===== src/rtl/pc_fetch_unit.sv =====
// pc_fetch_unit
//   RV32I program counter with a valid/ready fetch port to instruction memory.
//   Resolves conditional branches and JAL/JALR jumps. A taken redirect that
//   arrives while a fetch request is stalled by memory is held until that
//   request is accepted. Misaligned taken targets are flagged and halt fetch.
//
// Ports
//   clock, reset            rising-edge clock, async active-low reset
//   Stall                   suppress new fetch requests (RUN only)
//   FetchReady              I-memory accepts FetchAddr this cycle
//   FetchValid, FetchAddr   fetch request and address (current PC)
//   BranchValid             branch/jump resolution presented this cycle
//   TestBranch, AlwaysBranch, AbsoluteBranch, PCBranchType
//                           branch kind, target mode and condition code
//   EQ, NE, LT, LTU, GE, GEU ALU compare flags
//   BranchPC, BranchAddr    resolving PC and offset/absolute target
//   Flush                   one-cycle pulse, discard younger instructions
//   MisalignErr, ErrAddr    sticky misaligned-target flag and captured target
//
// PCBranchType uses the RV32I funct3 encoding: BEQ=000 BNEQ=001 BLT=100
// BGE=101 BLTU=110 BGEU=111; 010 and 011 never take.

module pc_fetch_unit #(
   parameter int unsigned          DATA_W       = 32,
   parameter logic [DATA_W-1:0]    RESET_VECTOR = '0,
   parameter int unsigned          INSTR_BYTES  = 4
) (
   input  logic              clock,
   input  logic              reset,
   input  logic              Stall,
   input  logic              FetchReady,
   output logic              FetchValid,
   output logic [DATA_W-1:0] FetchAddr,
   input  logic              BranchValid,
   input  logic              TestBranch,
   input  logic              AlwaysBranch,
   input  logic              AbsoluteBranch,
   input  logic [2:0]        PCBranchType,
   input  logic              EQ,
   input  logic              NE,
   input  logic              LT,
   input  logic              LTU,
   input  logic              GE,
   input  logic              GEU,
   input  logic [DATA_W-1:0] BranchPC,
   input  logic [DATA_W-1:0] BranchAddr,
   output logic              Flush,
   output logic              MisalignErr,
   output logic [DATA_W-1:0] ErrAddr
);

   localparam logic [1:0] S_IDLE = 2'd0;
   localparam logic [1:0] S_RUN  = 2'd1;
   localparam logic [1:0] S_PEND = 2'd2;
   localparam logic [1:0] S_HALT = 2'd3;

   localparam logic [2:0] BR_BEQ  = 3'b000;
   localparam logic [2:0] BR_BNEQ = 3'b001;
   localparam logic [2:0] BR_BLT  = 3'b100;
   localparam logic [2:0] BR_BGE  = 3'b101;
   localparam logic [2:0] BR_BLTU = 3'b110;
   localparam logic [2:0] BR_BGEU = 3'b111;

   logic [1:0]        r_state;
   logic [DATA_W-1:0] r_pc;
   logic [DATA_W-1:0] r_tgt;
   logic              r_err;
   logic [DATA_W-1:0] r_err_addr;

   logic [1:0]        w_state_nxt;
   logic [DATA_W-1:0] w_pc_nxt;
   logic [DATA_W-1:0] w_tgt_nxt;
   logic              w_err_nxt;
   logic [DATA_W-1:0] w_err_addr_nxt;

   logic              w_cond;
   logic              w_taken;
   logic [DATA_W-1:0] w_target;
   logic              w_misalign;
   logic              w_accept;
   logic [DATA_W-1:0] w_pc_inc;

   always_comb begin
      case (PCBranchType)
         BR_BEQ:  w_cond = EQ;
         BR_BNEQ: w_cond = NE;
         BR_BLT:  w_cond = LT;
         BR_BGE:  w_cond = GE;
         BR_BLTU: w_cond = LTU;
         BR_BGEU: w_cond = GEU;
         default: w_cond = 1'b0;
      endcase
   end

   assign w_taken    = BranchValid & (AlwaysBranch | (TestBranch & w_cond));
   assign w_target   = AbsoluteBranch ? {BranchAddr[DATA_W-1:1], 1'b0}
                                      : BranchPC + BranchAddr;
   assign w_misalign = |w_target[1:0];
   assign w_pc_inc   = r_pc + DATA_W'(INSTR_BYTES);

   // PEND keeps the already-issued request alive regardless of Stall.
   assign FetchValid  = ((r_state == S_RUN) & ~Stall) | (r_state == S_PEND);
   assign w_accept    = FetchValid & FetchReady;
   assign FetchAddr   = r_pc;
   assign Flush       = (r_state == S_RUN) & w_taken;
   assign MisalignErr = r_err;
   assign ErrAddr     = r_err_addr;

   always_comb begin
      w_state_nxt    = r_state;
      w_pc_nxt       = r_pc;
      w_tgt_nxt      = r_tgt;
      w_err_nxt      = r_err;
      w_err_addr_nxt = r_err_addr;
      case (r_state)
         S_IDLE: w_state_nxt = S_RUN;
         S_RUN: begin
            if (w_taken) begin
               if (w_misalign) begin
                  w_err_nxt      = 1'b1;
                  w_err_addr_nxt = w_target;
                  w_state_nxt    = S_HALT;
               end else if (FetchValid & ~FetchReady) begin
                  // Address must stay put until memory takes it.
                  w_tgt_nxt   = w_target;
                  w_state_nxt = S_PEND;
               end else begin
                  w_pc_nxt = w_target;
               end
            end else if (w_accept) begin
               w_pc_nxt = w_pc_inc;
            end
         end
         S_PEND: begin
            if (FetchReady) begin
               w_pc_nxt    = r_tgt;
               w_state_nxt = S_RUN;
            end
         end
         default: ;
      endcase
   end

   always_ff @(posedge clock or negedge reset) begin
      if (!reset) begin
         r_state    <= S_IDLE;
         r_pc       <= RESET_VECTOR;
         r_tgt      <= '0;
         r_err      <= 1'b0;
         r_err_addr <= '0;
      end else begin
         r_state    <= w_state_nxt;
         r_pc       <= w_pc_nxt;
         r_tgt      <= w_tgt_nxt;
         r_err      <= w_err_nxt;
         r_err_addr <= w_err_addr_nxt;
      end
   end

endmodule


===== config.mk =====
export PLATFORM = sky130hd
export DESIGN_NAME = pc_fetch_unit
export DESIGN_NICKNAME = d
export VERILOG_FILES = /design/src/rtl/pc_fetch_unit.sv
export SDC_FILE = /design/constraint.sdc
export NUM_CORES = 1
export LEC_CHECK = 0
export ABC_CLOCK_PERIOD_IN_PS = 5500
export CORE_UTILIZATION = 40
export CTS_CLUSTER_DIAMETER = 40
export DETAILED_ROUTE_END_ITERATION = 8
export PLACE_DENSITY = 0.76
export SLEW_MARGIN = 20
export SYNTH_ARGS = -nofsm -noshare
export SYNTH_HDL_FRONTEND = slang
export SYNTH_SLANG_ARGS = --single-unit

===== constraint.sdc =====
create_clock -name clock -period 5.5 [get_ports clock]
set_input_delay 1.65 -clock clock [delete_from_list [all_inputs] [get_ports clock]]
set_output_delay 1.65 -clock clock [all_outputs]
set_load 0.02 [all_outputs]

After elaboration in Yosys (flattened, before gate mapping)
Cells that the tools add are included.
{ "totals": {"elab_cells": 53, "in_bits": 81, "reg_bits": 99, "mem_count": 0, "latch_bits": 0, "ram_bits": 0, "output_inout_bits": 67, "mem_bits_ro": 0} }
{ "classes": {"bitwise": 11, "reduce_logical": 9, "order_cmp": 0, "n_eq_ne": 13, "mux": 13, "mul": 0, "n_addsub": 2, "n_shift": 0, "n_div": 0} }
{ "ops": {"columns": ["cell", "count"], "rows": [
  ["32-bit two-way mux", 6],
  ["32-bit case mux with 2 select lines", 1],
  ["32-bit by 3-bit adder with 32-bit output, second input constant", 1],
  ["32-bit adder", 1],
  ["3-bit == test, second input constant", 4],
  ["3-bit != test, second input constant", 3],
  ["2-bit two-way mux", 4],
  ["4-bit AND reduction", 2],
  ["1-bit bitwise AND", 6],
  ["1-bit case mux with 6 select lines", 1],
  ["2-bit case mux with 3 select lines", 1],
  ["5-bit AND reduction", 1],
  ["2-bit != test, second input constant", 2],
  ["3-bit by 1-bit == test with 1-bit output, second input constant", 1],
  ["3-bit logical NOT", 1],
  ["3-bit by 2-bit != test with 1-bit output, second input constant", 1],
  ["1-bit NOT", 3],
  ["3-bit AND reduction", 1],
  ["3-bit nonzero test", 1],
  ["2-bit by 1-bit == test with 1-bit output, second input constant", 1],
  ["2-bit == test, second input constant", 1],
  ["2-bit logical NOT", 1],
  ["1-bit OR", 2],
  ["2-bit nonzero test", 1],
  ["2-bit OR reduction", 1]
]} }

Longest topological paths before layout
Gate-level depths: netlist (run 1).
{ "depth": {"ltp_word": 8, "depth_mapped": 12} }

Worst setup path after synthesis (run 1)
No wires, ideal clock.
{ "synth_timing": {"path_kind": "input-to-reg", "startpoint": "input port BranchPC[0]", "endpoint": "register r_pc[22], in the netlist FetchAddr[22]", "setup_ps": 75, "setup_slack_ps": 894, "t_required_ps": 5425, "arrival_ps": 4531, "stages": 11, "cell_sequence": "ha_1 > fa_1 > a21oi_2 > nor2_1 > o31a_1 > a311o_1 > a2111o_1 > and4_1 > a311o_1 > mux2_2 > o21ai_2"} }
{ "synth_between": {"elab_chain_cells": 6, "elab_cells_between_ends": 9, "classes_between": "1 x add/sub; 1 x eq/ne; 5 x mux; 2 x reduce/logical"} }
{ "synth_lines": {"columns": ["element", "line_no", "text"], "rows": [
  ["from (decl)", "45", "input logic [DATA_W-1:0] BranchPC,"],
  ["32-bit adder (*)", "97", ": BranchPC + BranchAddr;"],
  ["32-bit two-way mux (*)", "96", "assign w_target = AbsoluteBranch ? {BranchAddr[DATA_W-1:1], 1'b0}"],
  ["32-bit two-way mux", "123", "end else if (FetchValid & ~FetchReady) begin"],
  ["32-bit two-way mux", "119", "if (w_misalign) begin"],
  ["32-bit two-way mux", "118", "if (w_taken) begin"],
  ["32-bit case mux with 2 select lines", "115", "case (r_state)"],
  ["to (signal assigned)", "153", "r_pc <= w_pc_nxt;"],
  ["to (decl)", "65", "logic [DATA_W-1:0] r_pc;"]
]} }
Every way passes the cells marked *; elsewhere a longest branch is shown, timed or not. The select of a mux whose other input is x is not followed.
A chain may end at the register's enable or synchronous reset.

Final worst setup path (run 1)
{ "layout_timing": {"startpoint": "input port PCBranchType[0]", "endpoint": "output port Flush"} }
{ "layout_between": {"elab_chain_cells": 6, "elab_cells_between_ends": 11, "classes_between": "5 x eq/ne; 1 x mux; 4 x bitwise; 1 x reduce/logical"} }
{ "layout_lines": {"columns": ["element", "line_no", "text"], "rows": [
  ["from (decl)", "38", "input logic [2:0] PCBranchType,"],
  ["3-bit == test, or another cell as far along", "84", "case (PCBranchType)"],
  ["1-bit case mux with 6 select lines (*)", "84", null],
  ["1-bit bitwise AND (*)", "95", "assign w_taken = BranchValid & (AlwaysBranch | (TestBranch & w_cond));"],
  ["1-bit OR (*)", "95", null],
  ["1-bit bitwise AND (*)", "95", null],
  ["1-bit bitwise AND (*)", "105", "assign Flush = (r_state == S_RUN) & w_taken;"],
  ["to (decl)", "47", "output logic Flush,"]
]} }
Every way passes the cells marked *; elsewhere a longest branch is shown, timed or not.

==> impl_metrics.csv, run 1 <==
group,metric,value,unit
status,outcome,"complete, no violations",
power,p_per_area,450,mW/mm2
global_route,grt_max_degree,78,
critical_path,cp-end-kind,"output port",
timing,worstMarginPinSlew,0.854,ns
routing,vias,7080,
power,power_frac_comb,51.0,%
placed_design,io_buffers,147,
final_layout,area_growth,28.6,%
critical_path,path_max_fanout,2,
global_route,globalRouteOverflowTotal,0,
critical_path,critPathKind,"in -> out",
final_layout,diodes,0,
logic_synthesis,synth_area_per_cell,8.16,um2
clock_network,cts_sinks,99,
floorplan,ios,148,
routing,route.detailed.drc,0,
floorplan,core,0.0173,mm2
timing,max_freq,190,MHz
logic_synthesis,netlist_instances,869,
placed_design,preCtsSetupSlack,0.0207,ns
logic_synthesis,yosys_warnings,0,
timing,setup_ws,0.231,ns
timing,finalCritPeriodShare,95.8,%
logic_synthesis,synth_nets,986,
logic_synthesis,synth_edf_count,0,
logic_synthesis,syn_area,0.00709,mm2
placed_design,place_congestion,0.907,
power,netSwitchingFraction,42.8,%
global_route,track_usage,24.7,%
timing,hold_viol,0,
timing,rsz0062_at_grt,"false",
timing,relSlewSlack,43.0,%
final_layout,drive_gt1_share,6.83,%
worst_hold_path,hp-class,"reg -> reg",
floorplan,dieWidth,135,um
global_route,grt_pass1_wl,35.3,mm
timing,final-setup-viol-count,0,
power,p_sw,1.76,mW
routing,drt_iter0_drc,498,
logic_synthesis,synth_top_flop_cell,"dfrtp_1",
floorplan,placementRows,48,
logic_synthesis,ys_seq_area_share,34.9,%
logic_synthesis,synth-seq-cells,99,
job,max_cap_viol_count,0,
final_layout,fill_cells,1596,
final_layout,num-nets-final,1107,
power,p_leak,3.84,nW
clock_network,post-cts-setup-buffer-count,0,
routing,routed_via_density,5.80,
timing,finalSetupTns,0,ns
timing,skew,0.00724,ns
clock_network,cts_hold_buf,0,
logic_synthesis,ys_types,61,
routing,drtPass1Iterations,5,
clock_network,clkTransAtPathRegs,0.07,ns
logic_synthesis,ys_async_sr_fraction,100,%
global_route,grt_pass1_vias,6656,
timing,slew_violations,0,
floorplan,dieArea,0.0183,mm2
power,vdd_drop_max,0.000209,V
critical_path,crit_arrival,3.62,ns
clock_network,cts_made_buffers,9,
routing,finalWirelength,22.2,mm
power,power_frac_seq,32.8,%
placed_design,dp_hpwl,16.6,mm
clock_network,cts_buffer_depth,2,
power,power.internal,2.35,mW
routing,ant_nets,0,
clock_network,cts-htree-levels,3,
power,power_frac_clock,16.2,%
critical_path,crit_required,3.85,ns
floorplan,die_height,135,um
global_route,antenna_found_initial,0,
timing,period_needed,5.27,ns
floorplan,start_util,41.0,%
critical_path,regToRegSetupSlack,2.46,ns
clock_network,cts_root_buf,"clkbuf_16",
critical_path,cp-start-kind,"primary input",
routing,wl_per_cell,18.2,um
clock_network,clk_latency,0.35,ns
clock_network,cts_tree,"yes",
[layer usage]
metal / wire length (um) / up-vias / track usage, % / share of wire, %
met2: 10000 / 277 / 38.5 / 45
met4: 379 / 0 / 6.87 / 1.7
met3: 1380 / 33 / 3.33 / 6.2
met1: 10400 / 3371 / 35.7 / 47
li1: - / 3399 / - / -
met5: 0 / - / 0 / 0
[sequential cells by signal (all words and copies together), names as in the netlist]
| name | cells |
|---|---|
| ErrAddr | 32 |
| MisalignErr | 1 |
| r_state | 2 |
| r_tgt | 32 |
| FetchAddr | 32 |
[cell usage in the layout (no fill, tap or decap), types with 21 or more instances in the layout]
cell type          n
ha_1              35
nand2_1          122
a21oi_1           68
dfrtp_1           99
clkdlybuf4s50_1  144
o21ai_0           86
nor2_1            70
nand3_1           27
mux2_2            21
inv_1             23
xnor2_1           26
[power groups by stage]
stage	registers, mW	logic (mW)	clock network, mW
floorplan	1.54	0.980	0
global placement	1.34	2.03	0
detailed placement	1.35	2.08	0
CTS	1.34	2.09	0.671
global route	1.38	2.27	0.694
finish	1.34	2.09	0.666
[Yosys cell counts, types with 3 or more instances]
library cell | number | area [um2]
a2111o_1 | 3 | 33.8
a2111oi_0 | 4 | 35.0
a211o_1 | 6 | 52.6
a211oi_1 | 16 | 120
a21o_1 | 16 | 120
a21oi_1 | 68 | 340
a221oi_1 | 3 | 26.3
a311oi_1 | 6 | 52.6
a31oi_1 | 8 | 50.1
and2_1 | 5 | 31.3
and3_1 | 8 | 50.1
and4_1 | 4 | 35.0
buf_1 | 3 | 11.3
clkbuf_1 | 50 | 188
dfrtp_1 | 99 | 2480
ha_1 | 35 | 438
inv_1 | 23 | 86.3
mux2_2 | 21 | 236
mux2i_1 | 7 | 70.1
nand2_1 | 122 | 458
nand2b_1 | 4 | 25.0
nand3_1 | 27 | 135
nand4_1 | 19 | 119
nor2_1 | 70 | 263
nor2b_1 | 7 | 43.8
nor3_1 | 19 | 95.1
nor3b_1 | 4 | 30.0
nor4_1 | 3 | 18.8
o211ai_1 | 9 | 67.6
o21a_1 | 7 | 52.6
o21ai_0 | 87 | 435
o21bai_1 | 4 | 30.0
o22ai_1 | 9 | 56.3
o311ai_0 | 3 | 26.3
o31ai_1 | 7 | 52.6
or3_1 | 9 | 56.3
xnor2_1 | 26 | 228
xor2_1 | 17 | 149
[path summary, 6_finish.rpt]
path	start	to	cells past startpoint
min	MisalignErr$_DFFE_PN0P_	MisalignErr$_DFFE_PN0P_	1
min in group asynchronous	reset	MisalignErr$_DFFE_PN0P_	1
max	PCBranchType[0]	Flush	6
max in group asynchronous	reset	FetchAddr[10]$_DFFE_PN0P_	3
max reg2reg	FetchAddr[2]$_DFFE_PN0P_	FetchAddr[28]$_DFFE_PN0P_	8
min reg2reg	MisalignErr$_DFFE_PN0P_	MisalignErr$_DFFE_PN0P_	1
[cell families (layout without fill, tap and decap cells)]
group,after synthesis,after routing,share of synthesized area (%)
simple gates,309,309,20.1
compound gates,276,276,24.5
flops,99,99,34.9
buf+inv,77,203,4.08
xor+xnor,43,43,5.31
fa+ha+maj,36,36,6.46
mux,29,29,4.64
[worst max-delay path, stage by stage]
cell and delay (ns):
clkdlybuf4s50_1 0.52, mux4_2 0.52, nor2b_1 0.17, o21a_1 0.20
and2_1 0.21, dlygate4sd2_1 0.34
[timing repair]
| action | in CTS | in global routing |
|---|---|---|
| resized for setup | 1 | 0 |
| endpoints found under the hold margin | 0 | 0 |
| setup endpoints to repair | 1 | 0 |
[through the flow]
step	power [mW]	instances	area (um2)	hold WS, ns	utilization, %
final	4.10	1220	9120	0.474	52.7
after global routing	4.35	1220	9120	0.505	52.7
after CTS	4.09	1219	9090	0.477	52.5
after detailed placement	3.42	1203	8780	0.462	50.7
after global placement	3.37	1203	8780	0.451	50.7
after floorplan	2.52	869	7090	0.441	-
[layout make-up]
cell class / count / area (um2) / share of cell area (%)
clock inverters: 5 / 60.1 / 0.659
repair buffers: 163 / 1620 / 17.7
inverters: 24 / 90.1 / 0.988
clock buffers: 11 / 253 / 2.77
multi-input cells: 693 / 4340 / 47.6
well taps: 225 / 282 / 3.09
flip-flops and latches: 99 / 2480 / 27.2
Power figures use the tool's default switching activity.
==> inputs of run 2 (changes only) <==
Settings changed: GPL_TIMING_DRIVEN set to 0.
==> run 2 against run 1 <==
Clock power up 5.1%. Highest routed layer unchanged. Worst setup slack worse by 0.15 ns. Via count up 7.3%. Critical path depth up 1. Combinational power up 3%. Largest power group unchanged. Critical endpoint unchanged. Clock-buffer cell count down 1. Design area up 0.81%. Wire length up 11%. Non-clock buffer count up 37. First-iteration DRC count up 74%. Hold slack better by 0.0062 ns. Sequential share of layout area down 0.22 points.
==> impl_metrics.csv, run 2 (synthesis results as in run 1) <==
group,metric,value,unit
status,outcome,"complete, no violations",
critical_path,cp-end-kind,"output port",
critical_path,crit-reg2reg-launch,"FetchAddr[2]$_DFFE_PN0P_",
timing,skew,0.00908,ns
floorplan,die_height,135,um
final_layout,fill_cells,1603,
placed_design,place_congestion,0.933,
clock_network,post-cts-setup-buffer-count,0,
placed_design,io_buffers,146,
power,power_frac_clock,16.6,%
placed_design,preCtsSetupSlack,-0.367,ns
final_layout,area_growth,29.6,%
routing,wl_per_cell,19.7,um
global_route,globalRouteOverflowTotal,0,
critical_path,startpoint,"PCBranchType[0]",
critical_path,crit_arrival,3.77,ns
power,power_frac_seq,32.1,%
clock_network,cts_sinks,99,
job,max_cap_viol_count,0,
floorplan,core,0.0173,mm2
floorplan,ios,148,
routing,drt_iter0_drc,869,
routing,ant_nets,0,
critical_path,crit_slowest_cell,"clkdlybuf4s50_1",
timing,finalCritPeriodShare,98.6,%
power,power.internal,2.37,mW
critical_path,path_max_fanout,5,
power,vdd_drop_max,0.000205,V
final_layout,diodes,0,
clock_network,cts_tree,"yes",
power,p_per_area,457,mW/mm2
floorplan,placementRows,48,
timing,setup_ws,0.0778,ns
worst_hold_path,min_from,"MisalignErr$_DFFE_PN0P_",
floorplan,start_util,41.0,%
timing,period_needed,5.42,ns
routing,finalWirelength,24.7,mm
clock_network,cts-htree-levels,3,
timing,hold_viol,0,
critical_path,max_stage_delay,0.50,ns
global_route,grt_max_degree,72,
power,p_sw,1.83,mW
final_layout,fin_cells,1256,
global_route,grt_pass1_wl,38.4,mm
placed_design,place_inst,1241,
critical_path,path_cells,"clkdlybuf4s50_1 > mux4_2 > nor2b_1 > o21a_1 > and2_1 > clkbuf_1 > clkdlybuf4s15_1",
timing,slew_violations,0,
power,netSwitchingFraction,43.6,%
final_layout,drive_gt1_share,4.85,%
clock_network,cts_buffer_depth,2,
worst_hold_path,hp-class,"reg -> reg",
routing,drtPass1Iterations,6,
final_layout,layout_commonest_cell,"clkdlybuf4s50_1",
timing,final-setup-viol-count,0,
routing,vias,7597,
routing,route.detailed.drc,0,
clock_network,clk_latency,0.35,ns
final_layout,final_cell_mix,"clkdlybuf4s50_1, nand2_1, dfrtp_1, o21ai_0, nor2_1",
final_layout,num-nets-final,1144,
placed_design,dp_hpwl,18.9,mm
global_route,grt_pass1_vias,7180,
critical_path,crit_required,3.85,ns
routing,routed_via_density,6.05,
floorplan,dieWidth,135,um
critical_path,critPathKind,"in -> out",
clock_network,cts_root_buf,"clkbuf_16",
timing,worstMarginPinSlew,0.996,ns
floorplan,dieArea,0.0183,mm2
power,power_frac_comb,51.2,%
global_route,antenna_found_initial,0,
critical_path,cp-start-kind,"primary input",
power,p_leak,3.82,nW
clock_network,clkTransAtPathRegs,0.07,ns
timing,rsz0062_at_grt,"false",
clock_network,cts_made_buffers,9,
global_route,track_usage,27.3,%
power,finalPower,4.20,mW
timing,max_freq,184,MHz
timing,relSlewSlack,32.8,%
[run 2: power groups by stage]
stage	registers [mW]	logic, mW	clock network, mW
after detailed placement	1.35	2.11	0
after CTS	1.34	2.12	0.697
after global routing	1.38	2.33	0.729
after global placement	1.34	2.07	0
after floorplan	1.54	0.980	0
final	1.35	2.15	0.700
[run 2: routing by layer]
layer	part of all wire (%)	vias up	wire (um)	global-route usage [%]
met5	0	-	0	0
met4	3.2	0	785	11.2
met3	9.2	65	2270	4.38
met2	47	463	11500	43.8
met1	41	3589	10100	36.7
li1	-	3480	-	-
[run 2: path summary, 6_finish.rpt]
path | endpoint | slack, ns | depth (start not counted)
min reg2reg | MisalignErr$_DFFE_PN0P_ | 0.48 | 1
min | MisalignErr$_DFFE_PN0P_ | 0.48 | 1
min in group asynchronous | ErrAddr[21]$_DFFE_PN0P_ | 1.17 | 1
max | Flush | 0.08 | 7
max reg2reg | FetchAddr[26]$_DFFE_PN0P_ | 2.38 | 9
max in group asynchronous | FetchAddr[7]$_DFFE_PN0P_ | 3.68 | 2
[run 2: cell type report]
| type | instances | area (um2) | share of cell area [%] |
|---|---|---|---|
| Multi-Input combinational cell | 693 | 4330 | 47.1 |
| Clock buffer | 10 | 239 | 2.60 |
| Tap cell | 225 | 282 | 3.06 |
| Sequential cell | 99 | 2480 | 27.0 |
| Timing Repair Buffer | 147 | 1490 | 16.2 |
| Inverter | 24 | 90.1 | 0.980 |
| Buffer | 53 | 199 | 2.16 |
| Clock inverter | 5 | 85.1 | 0.926 |
[run 2: stage by stage]
step	hold WS [ns]	setup TNS [ns]	cell area, um2	utilization, %
after floorplan	0.441	0	7090	-
after global placement	0.450	-100.86	8830	51.1
after detailed placement	0.467	-1.11	8860	51.2
after CTS	0.482	0	9190	53.1
after global routing	0.503	0	9190	53.1
final	0.481	0	9190	53.1
[run 2: critical path: cells and delay by family]
family                 cells  cell delay (ns)
AO/OA/AOI/OAI              1             0.25
multiplexers               1             0.50
buffers and inverters      3             1.04
AND/OR/NAND/NOR            2             0.33
[run 2: repair_timing]
action,CTS,global route
cloned,0,0
gates resized for setup,2,1
hold endpoints to repair,0,0
setup endpoints to repair,2,1
hold buffers,0,0
==> inputs of run 3 (changes only) <==
Settings changed: DONT_BUFFER_PORTS set to 1, PLACE_DENSITY 0.76 to 0.65.
==> run 3 against run 2 <==
Wire length is 3.0% lower. Sequential power is 22% higher. Clock-buffer cell count is 1 higher. Sequential share of layout area is 5.4 points higher. Clock skew is 0.0025 ns higher. Clock power is 7.0% lower. Cell count is 12% lower. First-iteration DRC count is 18% lower.
==> impl_metrics.csv, run 3 (synthesis results as in run 1) <==
group,metric,value,unit
critical_path,max_stage_delay,0.88,ns
timing,finalSetupTns,0,ns
placed_design,place_congestion,0.917,
critical_path,timing.rr.end,"FetchAddr[26]$_DFFE_PN0P_",
timing,skew,0.0116,ns
final_layout,area_growth,8.14,%
timing,finalCritPeriodShare,92.3,%
critical_path,reg2regPathDepth,9,
clock_network,cts_tree,"yes",
power,p_leak,3.22,nW
floorplan,start_util,41.0,%
timing,setup_ws,0.426,ns
status,outcome,"complete, no violations",
routing,drt_iter0_drc,709,
timing,worstMarginPinSlew,1.18,ns
floorplan,core,0.0173,mm2
floorplan,ios,148,
global_route,grt_max_degree,100,
timing,rsz0062_at_grt,"false",
job,max_cap_viol_count,0,
critical_path,path_max_fanout,6,
final_layout,num-nets-final,997,
clock_network,cts-htree-levels,3,
clock_network,cts_hold_buf,0,
placed_design,preCtsSetupSlack,0.161,ns
critical_path,cp-end-kind,"flip-flop",
critical_path,path_cells,"ha_1 > fa_1 > a21oi_2 > nor2_1 > o31a_1 > a311o_1 > a2111o_1 > and3_1 > o31ai_1 > o21ai_0 > o22ai_1",
critical_path,critPathKind,"in -> reg",
timing,hold_viol,0,
critical_path,cp-start-kind,"primary input",
power,netSwitchingFraction,47.6,%
power,power_frac_seq,45.7,%
global_route,track_usage,26.7,%
final_layout,final_area,0.00767,mm2
clock_network,post-cts-setup-buffer-count,0,
global_route,grt_pass1_vias,6370,
worst_hold_path,hold_end,"r_tgt[22]$_DFFE_PN0P_",
global_route,grt_pass1_wl,36.9,mm
clock_network,cts_sinks,99,
final_layout,drive_gt1_share,5.20,%
floorplan,die_height,135,um
clock_network,clkTransAtPathRegs,0.06,ns
routing,wl_per_cell,21.6,um
routing,drtPass1Iterations,5,
final_layout,fill_cells,1760,
final_layout,layout_commonest_cell,"nand2_1",
routing,routed_via_density,6.10,
placed_design,dp_hpwl,18.5,mm
critical_path,crit_required,5.77,ns
clock_network,cts_buffer_depth,2,
clock_network,cts.repair.resized,0,
power,power_frac_comb,36.3,%
global_route,globalRouteOverflowTotal,0,
critical_path,regToRegSetupSlack,2.27,ns
timing,relSlewSlack,20.8,%
timing,slew_violations,0,
critical_path,crit_arrival,5.34,ns
floorplan,placementRows,48,
placed_design,io_buffers,0,
worst_hold_path,hp-class,"reg -> reg",
global_route,antenna_found_initial,0,
clock_network,cts_root_buf,"clkbuf_16",
power,p_per_area,472,mW/mm2
worst_hold_path,min_from,"r_tgt[22]$_DFFE_PN0P_",
critical_path,path_buf_inv,0,
timing,final-setup-viol-count,0,
routing,ant_nets,0,
timing,max_freq,197,MHz
clock_network,clk_latency,0.35,ns
worst_hold_path,whs_path_depth,2,
clock_network,cts_made_buffers,9,
critical_path,crit_slowest_cell,"o31ai_1",
final_layout,final_cell_mix,"nand2_1, dfrtp_1, o21ai_0, nor2_1, a21oi_1",
routing,finalWirelength,24.0,mm
final_layout,diodes,0,
critical_path,path_delay_family,"compound AO/OA/AOI/OAI gates",
power,power.internal,1.89,mW
routing,vias,6768,
power,p_sw,1.72,mW
critical_path,crit-reg2reg-launch,"FetchAddr[2]$_DFFE_PN0P_",
power,power_frac_clock,18.0,%
floorplan,dieWidth,135,um
placed_design,place_area,0.00737,mm2
routing,route.detailed.drc,0,
power,vdd_drop_max,0.000185,V
floorplan,dieArea,0.0183,mm2
timing,period_needed,5.07,ns
run 3: per-stage QoR:
stage	hold WS [ns]	instances	power, mW	utilization (%)
CTS	0.481	1110	3.60	44.3
global route	0.499	1110	3.85	44.3
global placement	0.454	1094	2.93	42.6
floorplan	0.441	869	2.52	-
detailed placement	0.466	1094	2.96	42.6
finish	0.481	1110	3.62	44.3
run 3: worst max path at each step:
stage | from | end | slack (ns) | cells past startpoint
after floorplan | BranchPC[0] | FetchAddr[22]$_DFFE_PN0P_ | 0.89 | 11
after global placement | BranchPC[0] | FetchAddr[18]$_DFFE_PN0P_ | 0.17 | 11
after detailed placement | BranchPC[0] | FetchAddr[18]$_DFFE_PN0P_ | 0.16 | 11
after CTS | BranchPC[0] | FetchAddr[18]$_DFFE_PN0P_ | 0.52 | 11
after global routing | BranchPC[0] | FetchAddr[18]$_DFFE_PN0P_ | 0.37 | 11
final | BranchPC[0] | FetchAddr[18]$_DFFE_PN0P_ | 0.43 | 11
run 3: layer usage:
layer  vias to the layer above  GRT usage, %  wire, um
li1                       3180             -         -
met1                      3217          35.5     10100
met2                       320          42.0     11000
met3                        51          5.95      2190
met4                         0          10.7       681
met5                         -             0         0
run 3: area by class of cell:
class	instances	area, um2	area share, %
Multi-Input combinational cell	693	4320	56.4
Clock inverter	5	62.6	0.816
Tap cell	225	282	3.67
Clock buffer	11	233	3.04
Buffer	53	199	2.60
Inverter	24	90.1	1.18
Sequential cell	99	2480	32.3
run 3: worst register-to-register path, delay by kind of cell, from the launching register on:
kind            cells  cell delay [ns]
buf+inv             1             0.09
simple gates        3             1.53
compound gates      4             0.63
flops               1             0.59
fa+ha+maj           1             0.32
run 3: power groups by stage:
stage	clock network, mW	logic [mW]	registers (mW)
floorplan	0	0.980	1.54
finish	0.651	1.31	1.65
global placement	0	1.27	1.66
CTS	0.651	1.29	1.65
global route	0.683	1.47	1.70
detailed placement	0	1.29	1.67
